**src/rtl/ps2_host_tx_if.sv**
```systemverilog
// Bundle of the command handshake, the raw PS/2 pad levels and the
// open-drain enables/status that connect the host transmitter to its user.
//
// Handshake: the user holds tx_valid high with tx_data stable; the byte is
// taken on the rising clk edge where tx_valid && tx_ready are both 1. tx_ready
// is high only while the transmitter is idle, so a request raised while a
// frame is in flight simply waits and is never queued. done pulses for one
// cycle per transfer; ack_ok/err_code are valid in that cycle and err_code
// holds until the next done.
interface ps2_host_tx_if;
    logic [7:0] tx_data;
    logic       tx_valid;
    logic       tx_ready;
    logic       ps2_clk_i;
    logic       ps2_data_i;
    logic       ps2_clk_oe;
    logic       ps2_data_oe;
    logic       busy;
    logic       done;
    logic       ack_ok;
    logic [1:0] err_code;
    logic [2:0] dbg_state;

    // user / pad side
    modport master (
        output tx_data, tx_valid, ps2_clk_i, ps2_data_i,
        input  tx_ready, ps2_clk_oe, ps2_data_oe, busy, done, ack_ok,
               err_code, dbg_state
    );

    // transmitter side
    modport slave (
        input  tx_data, tx_valid, ps2_clk_i, ps2_data_i,
        output tx_ready, ps2_clk_oe, ps2_data_oe, busy, done, ack_ok,
               err_code, dbg_state
    );
endinterface

```
**src/rtl/ps2_host_tx.sv**
```systemverilog
// PS/2 host-to-device transmitter. Inhibits the bus, issues request-to-send,
// shifts one command byte plus odd parity and stop out on device-generated
// clock falling edges, then checks the device ACK bit. Both PS/2 lines are
// driven only through active-high pull-low enables.
module ps2_host_tx #(
    parameter int INHIBIT_CYCLES       = 10000,
    parameter int START_TIMEOUT_CYCLES = 1500000,
    parameter int XFER_TIMEOUT_CYCLES  = 200000
) (
    input  logic         clk,
    input  logic         rst,
    ps2_host_tx_if.slave bus
);

    // One shared cycle counter serves the inhibit time and both timeouts, so
    // it is sized for the largest of them.
    localparam int MAX_A  = (INHIBIT_CYCLES > START_TIMEOUT_CYCLES) ?
                            INHIBIT_CYCLES : START_TIMEOUT_CYCLES;
    localparam int MAX_CY = (MAX_A > XFER_TIMEOUT_CYCLES) ? MAX_A : XFER_TIMEOUT_CYCLES;
    localparam int CW     = $clog2(MAX_CY + 1);

    localparam logic [CW-1:0] CNT_MAX = '1;
    localparam logic [CW-1:0] INH_LAST = CW'(INHIBIT_CYCLES - 1);
    localparam logic [CW-1:0] ST_LAST  = CW'(START_TIMEOUT_CYCLES - 1);
    localparam logic [CW-1:0] XF_LAST  = CW'(XFER_TIMEOUT_CYCLES - 1);

    localparam logic [1:0] ERR_OK     = 2'b00;
    localparam logic [1:0] ERR_START  = 2'b01;
    localparam logic [1:0] ERR_XFER   = 2'b10;
    localparam logic [1:0] ERR_NO_ACK = 2'b11;

    typedef enum logic [2:0] {
        S_IDLE      = 3'd0,
        S_INHIBIT   = 3'd1,
        S_START     = 3'd2,
        S_WAIT_CLK  = 3'd3,
        S_SEND      = 3'd4,
        S_ACK       = 3'd5,
        S_WAIT_IDLE = 3'd6,
        S_END       = 3'd7
    } state_e;

    state_e          state_q, state_d;
    logic [CW-1:0]   cnt_q, cnt_d, cnt_inc;
    logic [8:0]      shreg_q, shreg_d;   // {parity, data}; ones shift in behind as stop
    logic            bit_q, bit_d;       // line level currently being driven in SEND
    logic [3:0]      idx_q, idx_d;       // index of the next bit to drive
    logic            ack_q, ack_d;
    logic [1:0]      err_q, err_d;

    logic            clk_s1_q, clk_s2_q, clk_prev_q;
    logic            data_s1_q, data_s2_q;
    logic            edge_en, fall;
    logic            clk_oe, data_oe, done;

    // Two-flop synchronisers for the pad levels plus the previous synced clock.
    // Reset to the idle-high level so no false falling edge appears.
    always_ff @(posedge clk or negedge rst) begin
        if (!rst) begin
            clk_s1_q   <= 1'b1;
            clk_s2_q   <= 1'b1;
            clk_prev_q <= 1'b1;
            data_s1_q  <= 1'b1;
            data_s2_q  <= 1'b1;
        end else begin
            clk_s1_q   <= bus.ps2_clk_i;
            clk_s2_q   <= clk_s1_q;
            clk_prev_q <= clk_s2_q;
            data_s1_q  <= bus.ps2_data_i;
            data_s2_q  <= data_s1_q;
        end
    end

    assign edge_en = (state_q == S_WAIT_CLK) || (state_q == S_SEND) || (state_q == S_ACK);
    assign fall    = edge_en && clk_prev_q && !clk_s2_q;
    assign cnt_inc = (cnt_q == CNT_MAX) ? cnt_q : cnt_q + CW'(1);

    // FSM state and datapath registers.
    always_ff @(posedge clk or negedge rst) begin
        if (!rst) begin
            state_q <= S_IDLE;
            cnt_q   <= '0;
            shreg_q <= '0;
            bit_q   <= 1'b1;
            idx_q   <= '0;
            ack_q   <= 1'b0;
            err_q   <= ERR_OK;
        end else begin
            state_q <= state_d;
            cnt_q   <= cnt_d;
            shreg_q <= shreg_d;
            bit_q   <= bit_d;
            idx_q   <= idx_d;
            ack_q   <= ack_d;
            err_q   <= err_d;
        end
    end

    // Next-state, datapath updates and line enables. Timeout checks come
    // before edge handling so an expiry wins over a simultaneous edge.
    always_comb begin
        state_d = state_q;
        cnt_d   = cnt_inc;
        shreg_d = shreg_q;
        bit_d   = bit_q;
        idx_d   = idx_q;
        ack_d   = ack_q;
        err_d   = err_q;
        clk_oe  = 1'b0;
        data_oe = 1'b0;
        done    = 1'b0;

        case (state_q)
            S_IDLE: begin
                cnt_d = '0;
                if (bus.tx_valid) begin
                    shreg_d = {~^bus.tx_data, bus.tx_data};
                    idx_d   = '0;
                    state_d = S_INHIBIT;
                end
            end

            S_INHIBIT: begin
                clk_oe = 1'b1;
                if (cnt_q >= INH_LAST) begin
                    cnt_d   = '0;
                    state_d = S_START;
                end
            end

            S_START: begin
                clk_oe  = 1'b1;
                data_oe = 1'b1;
                cnt_d   = '0;
                state_d = S_WAIT_CLK;
            end

            S_WAIT_CLK: begin
                data_oe = 1'b1;
                if (cnt_q >= ST_LAST) begin
                    ack_d   = 1'b0;
                    err_d   = ERR_START;
                    state_d = S_END;
                end else if (fall) begin
                    bit_d   = shreg_q[0];
                    shreg_d = {1'b1, shreg_q[8:1]};
                    idx_d   = 4'd1;
                    cnt_d   = '0;
                    state_d = S_SEND;
                end
            end

            S_SEND: begin
                data_oe = !bit_q;
                if (cnt_q >= XF_LAST) begin
                    ack_d   = 1'b0;
                    err_d   = ERR_XFER;
                    state_d = S_END;
                end else if (fall) begin
                    bit_d   = shreg_q[0];
                    shreg_d = {1'b1, shreg_q[8:1]};
                    idx_d   = idx_q + 4'd1;
                    if (idx_q == 4'd9) begin
                        state_d = S_ACK;
                    end
                end
            end

            S_ACK: begin
                if (cnt_q >= XF_LAST) begin
                    ack_d   = 1'b0;
                    err_d   = ERR_XFER;
                    state_d = S_END;
                end else if (fall) begin
                    if (!data_s2_q) begin
                        state_d = S_WAIT_IDLE;
                    end else begin
                        ack_d   = 1'b0;
                        err_d   = ERR_NO_ACK;
                        state_d = S_END;
                    end
                end
            end

            S_WAIT_IDLE: begin
                if (clk_s2_q && data_s2_q) begin
                    ack_d   = 1'b1;
                    err_d   = ERR_OK;
                    state_d = S_END;
                end
            end

            S_END: begin
                done    = 1'b1;
                state_d = S_IDLE;
            end

            default: begin
                state_d = S_IDLE;
            end
        endcase
    end

    assign bus.ps2_clk_oe  = clk_oe;
    assign bus.ps2_data_oe = data_oe;
    assign bus.done        = done;
    assign bus.tx_ready    = (state_q == S_IDLE);
    assign bus.busy        = (state_q != S_IDLE);
    assign bus.ack_ok      = ack_q;
    assign bus.err_code    = err_q;
    assign bus.dbg_state   = state_q;

endmodule

```
**src/flat_wrapper.sv**
```systemverilog
// flat-port wrapper written by rule: the top's interface ports become plain ports
module ps2_host_tx_flat 
#(
    parameter int INHIBIT_CYCLES       = 10000,
    parameter int START_TIMEOUT_CYCLES = 1500000,
    parameter int XFER_TIMEOUT_CYCLES  = 200000
)
  (clk, rst, bus_tx_data, bus_tx_valid, bus_ps2_clk_i, bus_ps2_data_i, bus_tx_ready, bus_ps2_clk_oe, bus_ps2_data_oe, bus_busy, bus_done, bus_ack_ok, bus_err_code, bus_dbg_state);
  ps2_host_tx_if bus_i ();
  input  logic clk;
  input  logic rst;
  input wire logic [$bits(bus_i.tx_data)-1:0] bus_tx_data;
  input wire logic [$bits(bus_i.tx_valid)-1:0] bus_tx_valid;
  input wire logic [$bits(bus_i.ps2_clk_i)-1:0] bus_ps2_clk_i;
  input wire logic [$bits(bus_i.ps2_data_i)-1:0] bus_ps2_data_i;
  output wire logic [$bits(bus_i.tx_ready)-1:0] bus_tx_ready;
  output wire logic [$bits(bus_i.ps2_clk_oe)-1:0] bus_ps2_clk_oe;
  output wire logic [$bits(bus_i.ps2_data_oe)-1:0] bus_ps2_data_oe;
  output wire logic [$bits(bus_i.busy)-1:0] bus_busy;
  output wire logic [$bits(bus_i.done)-1:0] bus_done;
  output wire logic [$bits(bus_i.ack_ok)-1:0] bus_ack_ok;
  output wire logic [$bits(bus_i.err_code)-1:0] bus_err_code;
  output wire logic [$bits(bus_i.dbg_state)-1:0] bus_dbg_state;
  assign bus_i.tx_data = bus_tx_data;
  assign bus_i.tx_valid = bus_tx_valid;
  assign bus_i.ps2_clk_i = bus_ps2_clk_i;
  assign bus_i.ps2_data_i = bus_ps2_data_i;
  assign bus_tx_ready = bus_i.tx_ready;
  assign bus_ps2_clk_oe = bus_i.ps2_clk_oe;
  assign bus_ps2_data_oe = bus_i.ps2_data_oe;
  assign bus_busy = bus_i.busy;
  assign bus_done = bus_i.done;
  assign bus_ack_ok = bus_i.ack_ok;
  assign bus_err_code = bus_i.err_code;
  assign bus_dbg_state = bus_i.dbg_state;
  ps2_host_tx #(.INHIBIT_CYCLES(INHIBIT_CYCLES), .START_TIMEOUT_CYCLES(START_TIMEOUT_CYCLES), .XFER_TIMEOUT_CYCLES(XFER_TIMEOUT_CYCLES)) u_core (.clk(clk), .rst(rst), .bus(bus_i));
endmodule
```
**config.mk**
```make
export PLATFORM = sky130hd
export DESIGN_NAME = ps2_host_tx_flat
export DESIGN_NICKNAME = d
export VERILOG_FILES = /design/src/rtl/ps2_host_tx_if.sv /design/src/rtl/ps2_host_tx.sv /design/src/flat_wrapper.sv
export SDC_FILE = /design/constraint.sdc
export NUM_CORES = 1
export LEC_CHECK = 0
export CORE_UTILIZATION = 55
export DETAILED_ROUTE_END_ITERATION = 8
export DONT_BUFFER_PORTS = 1
export PLACE_DENSITY = 0.7
export REMOVE_ABC_BUFFERS = 1
export SLEW_MARGIN = 20
export SYNTH_ARGS = -nofsm -noshare
export SYNTH_HDL_FRONTEND = slang
export SYNTH_SLANG_ARGS = --single-unit
```
**constraint.sdc**
```tcl
create_clock -name clk -period 6.8 [get_ports clk]
set_input_delay 1.36 -clock clk [delete_from_list [all_inputs] [get_ports clk]]
set_output_delay 1.36 -clock clk [all_outputs]
set_load 0.02 [all_outputs]
```
==> flow_summary.yaml, run 1 <==
drt:
  drt_iter0_drc: 266
  wl_um: 5980
  wl_per_cell_um: 16.5
  drc: 0
  routed-via-count: 2231
  vias_per_cell: 6.16
  ant_nets: 0
  drt-pass1-iter-count: 4
placed_design:
  gp_congestion: 0.904
  port_buffers: 0
  placement.setup.worst_slack_ns: 3.85
  hpwl_um: 4180
  dpl.cell_count: 354
cts:
  cts.sinks: 46
  clk_latency_ns: 0.31
  cts_resized: 0
  cts_root_buf: "clkbuf_8"
  clockBufferDepth: 2
  ctsHoldBuffers: 0
  cts_buffers: 5
  cts_tree: "yes"
  path_clk_slew_ns: 0.10
  htree_levels: 2
  post_cts_buffers: 0
final_layout:
  drive_above_1_share: 0.175
  fillers: 454
  stdcell_count: 362
  area_growth_pct: 3.88
  antenna_cells: 0
  ff_latch_area_mm2: 0.00116
  final_nets: 307
  multiInputGateArea_mm2: 0.00163
  post-route-util: 0.590
grt:
  grt-ovfl-total: 0
  grt_antenna_before_repair: 0
  grt_start_max_net_pins: 47
  grt_use_total: 0.237
  grt_pass1_wl_um: 10000
  grt_pass1_vias: 2093
die:
  chipWidth_um: 74.7
  initial_core_util: 0.568
  die_h_um: 74.7
  rows: 26
  boundaryPins: 24
  core-area_mm2: 0.00511
  dieArea_mm2: 0.00557
worst_setup_path:
  r2r-end: "u_core.shreg_q[8]$_DFFE_PN0P_"
  crit_path_max_fanout: 15
  timing.rr.start: "u_core.cnt_q[7]$_DFF_PN0_"
  start_kind: "flop"
  crit_start: "u_core.bus.dbg_state[1]$_DFFE_PN0P_"
  worstRegToRegCells: 6
  crit_path_end: "bus_ps2_data_oe"
  reg2reg_slack_ns: 3.85
  arrival_ns: 1.94
  path_class: "reg -> out"
  critPathRequiredTime_ns: 5.44
  endpoint_kind: "primary output"
power:
  switchingPower_mw: 0.108
  p_comb_frac: 0.027
  power.leakage_nw: 1.22
  clockPowerShare: 0.377
  p_per_area_mw_per_mm2: 154
  irDropWorstVdd_mv: 0.147
  pwr-share-seq: 0.596
  swShare: 0.231
  cellInternalPower_mw: 0.357
synth:
  syn_avg_cell_area_um2: 9.68
  synth_ff_type: "dfrtp_1"
  ys_warn_count: 0
  yosys-top-cells-count: "dfrtp_1 (40), a21oi_1 (28), nand2_1 (23)"
  synth_top_area_cell: "dfrtp_1"
  async_flop_share: 1.00
  synth_seq_cells: 46
  seq_area_frac_synth: 0.399
  yosysMostFrequentCell: "dfrtp_1"
  synth_edf_count: 0
  synthesis.instances: 300
  synthDistinctLibCells: 54
  yosys-top-cells-area: "dfrtp_1 (34%), xnor2_1 (6.3%), mux2_2 (5.8%)"
  syn_area_mm2: 0.00290
  yosys.area.top_type_share: 0.345
sta:
  finalHoldViolations: 0
  worst_pin_slew_ns: 1.02
  worst_slack_ns: 3.50
  fmax_mhz: 303
  skew_ns: 0.0103
  period_minus_slack_ns: 3.30
  finalMaxSlewViolations: 0
  finalSetupTns_ns: 0
  finalCritPeriodShare: 0.486
  slew_headroom: 0.319
  hold_ws_ns: 0.360
  rsz0062_at_grt: "false"
  setup_violations: 0
min_path:
  hold_start: "u_core.clk_s1_q$_DFF_PN1_"
  hold_class: "reg -> reg"
run_status:
  outcome: "complete, no violations"
run:
  max-cap-violations: 0
==> layer usage <==
| metal | global-route usage | share of wire | wire length, um | vias up |
|---|---|---|---|---|
| met3 | 0.0522 | 0.053 | 319 | 10 |
| met2 | 0.355 | 0.44 | 2650 | 87 |
| met4 | 0.0818 | 0.017 | 104 | 0 |
| li1 | - | - | - | 1067 |
| met5 | 0 | 0 | 0 | - |
| met1 | 0.340 | 0.49 | 2900 | 1067 |
==> final cells by class <==
cell class	instances	area share
repair buffers	2	0.00498
well taps	70	0.0290
clock inverters	3	0.00788
clock buffers	5	0.0228
multi-input cells	227	0.540
inverters	9	0.0112
flip-flops and latches	46	0.384
==> through the flow <==
step	power (mW)	area [um^2]
final	0.465	3020
after global routing	0.483	3020
after CTS	0.471	3020
after detailed placement	0.295	2920
after global placement	0.295	2920
after floorplan	0.293	2810
==> critical path, stage by stage (launching register included) <==
cell	delay, ns
dfrtp_1	0.63
nor2_1	0.32
nand2_1	0.22
o22ai_1	0.47
==> registers in the layout (all words and copies together) (netlist names), 2 cells and up <==
register and cells:
u_core.bus.dbg_state 3, u_core.idx_q 4, u_core.shreg_q 9, u_core.cnt_q 21
u_core.bus.err_code 2
==> kinds of logic (layout without fill, tap and decap cells) <==
group                    Yosys count  after routing  synth area share
buffers and inverters             27             19            0.0427
adder cells (fa/ha/maj)            3              3            0.0129
flip-flops                        46             46             0.399
AND/OR/NAND/NOR                  110            110             0.215
multiplexers                      25             25             0.108
AO/OA/AOI/OAI                     62             62             0.141
XOR/XNOR                          27             27            0.0815
==> worst min-delay path by stage <==
stage,end,slack [ns],depth (start not counted)
floorplan,u_core.clk_s2_q$_DFF_PN1_,0.35,0
global placement,u_core.clk_s2_q$_DFF_PN1_,0.35,0
detailed placement,u_core.clk_s2_q$_DFF_PN1_,0.35,0
global route,u_core.data_s2_q$_DFF_PN1_,0.36,0
CTS,u_core.clk_s2_q$_DFF_PN1_,0.36,0
finish,u_core.clk_s2_q$_DFF_PN1_,0.36,0
==> power groups by stage <==
stage               clock (mW)  combinational [mW]  sequential (mW)
floorplan                    0              0.0114            0.282
global placement             0              0.0123            0.283
detailed placement           0              0.0126            0.283
CTS                      0.181              0.0127            0.277
global route             0.191              0.0141            0.278
finish                   0.175              0.0126            0.277
==> placed cells by master, fill, tap and decap left out, types with 3 or more instances in the layout <==
cell type | Yosys | final
a21oi_1 | 28 | 28
a31oi_1 | 4 | 4
and3_1 | 4 | 4
clkbuf_8 | 0 | 5
dfrtp_1 | 40 | 40
dfstp_2 | 6 | 6
ha_1 | 3 | 3
inv_1 | 9 | 9
mux2_2 | 15 | 15
mux2_4 | 9 | 9
nand2_1 | 23 | 23
nand2b_1 | 4 | 4
nand3_1 | 13 | 13
nand4_1 | 8 | 8
nor2_1 | 20 | 20
nor3_1 | 9 | 9
nor3b_1 | 3 | 3
nor4_1 | 12 | 12
o21ai_0 | 9 | 9
xnor2_1 | 21 | 21
xor2_1 | 6 | 6
Note: power is estimated with default switching activity, not from simulation.
==> run 2, diff against run 1 <==
--- a/config.mk
+++ b/config.mk
@@ -8,7 +8,7 @@
 export CORE_UTILIZATION = 55
 export DETAILED_ROUTE_END_ITERATION = 8
 export DONT_BUFFER_PORTS = 1
-export PLACE_DENSITY = 0.7
+export PLACE_DENSITY = 0.73
 export REMOVE_ABC_BUFFERS = 1
 export SLEW_MARGIN = 20
 export SYNTH_ARGS = -nofsm -noshare
==> constraint.sdc (replaced) <==
create_clock -name clk -period 3 [get_ports clk]
set_input_delay 0.6 -clock clk [delete_from_list [all_inputs] [get_ports clk]]
set_output_delay 0.6 -clock clk [all_outputs]
set_load 0.02 [all_outputs]
==> run 2 against run 1 <==
  * The flow now finishes with violations (design-rule violations)
  * Routed wire length up 2.0%
  * Power up 130%
  * Critical endpoint is now u_core.bus.err_code[0]$_DFFE_PN0P_
  * First-iteration DRC count down 36%
  * Setup slack worse by 3.1 ns
==> flow_summary.yaml, run 2 (synthesis results as in run 1) <==
run_status:
  outcome: "complete, but fails checks"
  violations: "design-rule violations"
sta:
  worst_pin_slew_ns: 0.805
  rsz0062_at_grt: "false"
  setup_violations: 0
  period_minus_slack_ns: 2.63
  skew_ns: 0.00928
  finalCritPeriodShare: 0.875
  finalMaxSlewViolations: 0
  fmax_mhz: 381
  finalHoldViolations: 0
  finalSetupTns_ns: 0
  hold_ws_ns: 0.125
  slew_headroom: 0.462
power:
  p_per_area_mw_per_mm2: 344
  p_comb_frac: 0.039
  cellInternalPower_mw: 0.813
  switchingPower_mw: 0.243
  clockPowerShare: 0.366
  irDropWorstVdd_mv: 0.215
  fin_total_pwr_mw: 1.06
  swShare: 0.230
  pwr-share-seq: 0.595
  power.leakage_nw: 1.26
grt:
  grt-ovfl-total: 0
  grt_antenna_before_repair: 0
  grt_pass1_vias: 2071
  grt_pass1_wl_um: 10000
  grt_use_total: 0.238
  grt_start_max_net_pins: 41
placed_design:
  gp_congestion: 0.895
  hpwl_um: 4240
  port_buffers: 0
drt:
  drc: 2
  vias_per_cell: 6.11
  drt_iter0_drc: 170
  wl_um: 6100
  drt-pass1-iter-count: 6
  wl_per_cell_um: 16.6
  routed-via-count: 2248
  ant_nets: 0
final_layout:
  top_regs: "u_core.cnt_q (21), u_core.shreg_q (9), u_core.idx_q (4)"
  drive_above_1_share: 0.191
  antenna_cells: 0
  final_nets: 313
  top_register: "u_core.cnt_q"
  final_common_cell: "dfrtp_1"
  fillers: 441
  largest_register_ffs: 21
  final_cell_mix: "dfrtp_1 (40), a21oi_1 (28), nand2_1 (23)"
  post-route-util: 0.602
  area_growth_pct: 5.86
cts:
  cts_tree: "yes"
  post_cts_buffers: 0
  cts_buffers: 5
  cts.sinks: 46
  clk_latency_ns: 0.30
  htree_levels: 2
  clockBufferDepth: 2
  path_clk_slew_ns: 0.09
  cts_root_buf: "clkbuf_8"
worst_setup_path:
  path_class: "reg -> reg"
  start_kind: "flop"
  timing.rr.start: "u_core.cnt_q[0]$_DFF_PN0_"
  crit_start: "u_core.cnt_q[0]$_DFF_PN0_"
  critPathRequiredTime_ns: 3.19
  crit_path_max_fanout: 6
  endpoint_kind: "flop"
  arrival_ns: 2.81
run:
  max-cap-violations: 0
die:
  initial_core_util: 0.568
  die_h_um: 74.7
  rows: 26
  core-area_mm2: 0.00511
  chipWidth_um: 74.7
  boundaryPins: 24
  dieArea_mm2: 0.00557
min_path:
  hold_class: "in -> async"
-- run 2: worst paths after layout --
check                                                     end  depth (start not counted)  slack [ns]
max in group asynchronous           u_core.cnt_q[0]$_DFF_PN0_                          1        2.66
setup reg to reg           u_core.bus.err_code[0]$_DFFE_PN0P_                          7        0.37
hold / removal                  u_core.bus.ack_ok$_DFFE_PN0P_                          1        0.13
hold reg to reg                    u_core.data_s2_q$_DFF_PN1_                          0        0.37
setup / recovery           u_core.bus.err_code[0]$_DFFE_PN0P_                          7        0.37
min in group clk                    u_core.clk_s1_q$_DFF_PN1_                          0        0.29
-- run 2: final cells by class --
type                       count  area (um^2)  share of cell area
clock inverter                 3         23.8             0.00774
timing repair buffer           8         72.6              0.0236
clock buffer                   5         68.8              0.0224
multi-input combinational    227         1630               0.530
inverter                       9         33.8              0.0110
tap                           70         87.6              0.0285
sequential                    46         1160               0.377
-- run 2: stage by stage --
| stage | std cells | area, um^2 | worst slack (ns) |
|---|---|---|---|
| after floorplan | 282 | 2810 | 0.115 |
| after global placement | 359 | 2960 | 0.467 |
| after detailed placement | 359 | 2960 | 0.404 |
| after CTS | 368 | 3070 | 0.386 |
| after global routing | 368 | 3070 | 0.297 |
| final | 368 | 3070 | 0.374 |
-- run 2: power by group through the flow --
stage	sequential (mW)	combinational (mW)	clock, mW
detailed placement	0.640	0.0282	0
global route	0.629	0.0465	0.430
finish	0.628	0.0412	0.387
CTS	0.628	0.0424	0.404
global placement	0.640	0.0277	0
floorplan	0.639	0.0258	0
-- run 2: worst max-delay path, cell delays in order (launching register included) --
cell      delay [ns]
dfrtp_1         0.43
ha_1            0.23
or4b_4          0.49
nor4_4          0.22
nor3_2          0.10
a211oi_4        0.40
o22a_1          0.29
mux2_2          0.36
-- run 2: routing by layer --
| layer | up-vias | routed length [um] | GRT usage |
|---|---|---|---|
| met4 | 0 | 52 | 0.0566 |
| met5 | - | 0 | 0 |
| met2 | 72 | 2800 | 0.360 |
| met1 | 1083 | 2910 | 0.353 |
| met3 | 4 | 338 | 0.0469 |
| li1 | 1089 | - | - |
-- run 2: repair_timing --
item                       CTS  global route
hold endpoints to repair    40             0
resized for setup            0             0
setup endpoints to repair    0             0
hold buffers                 1             0
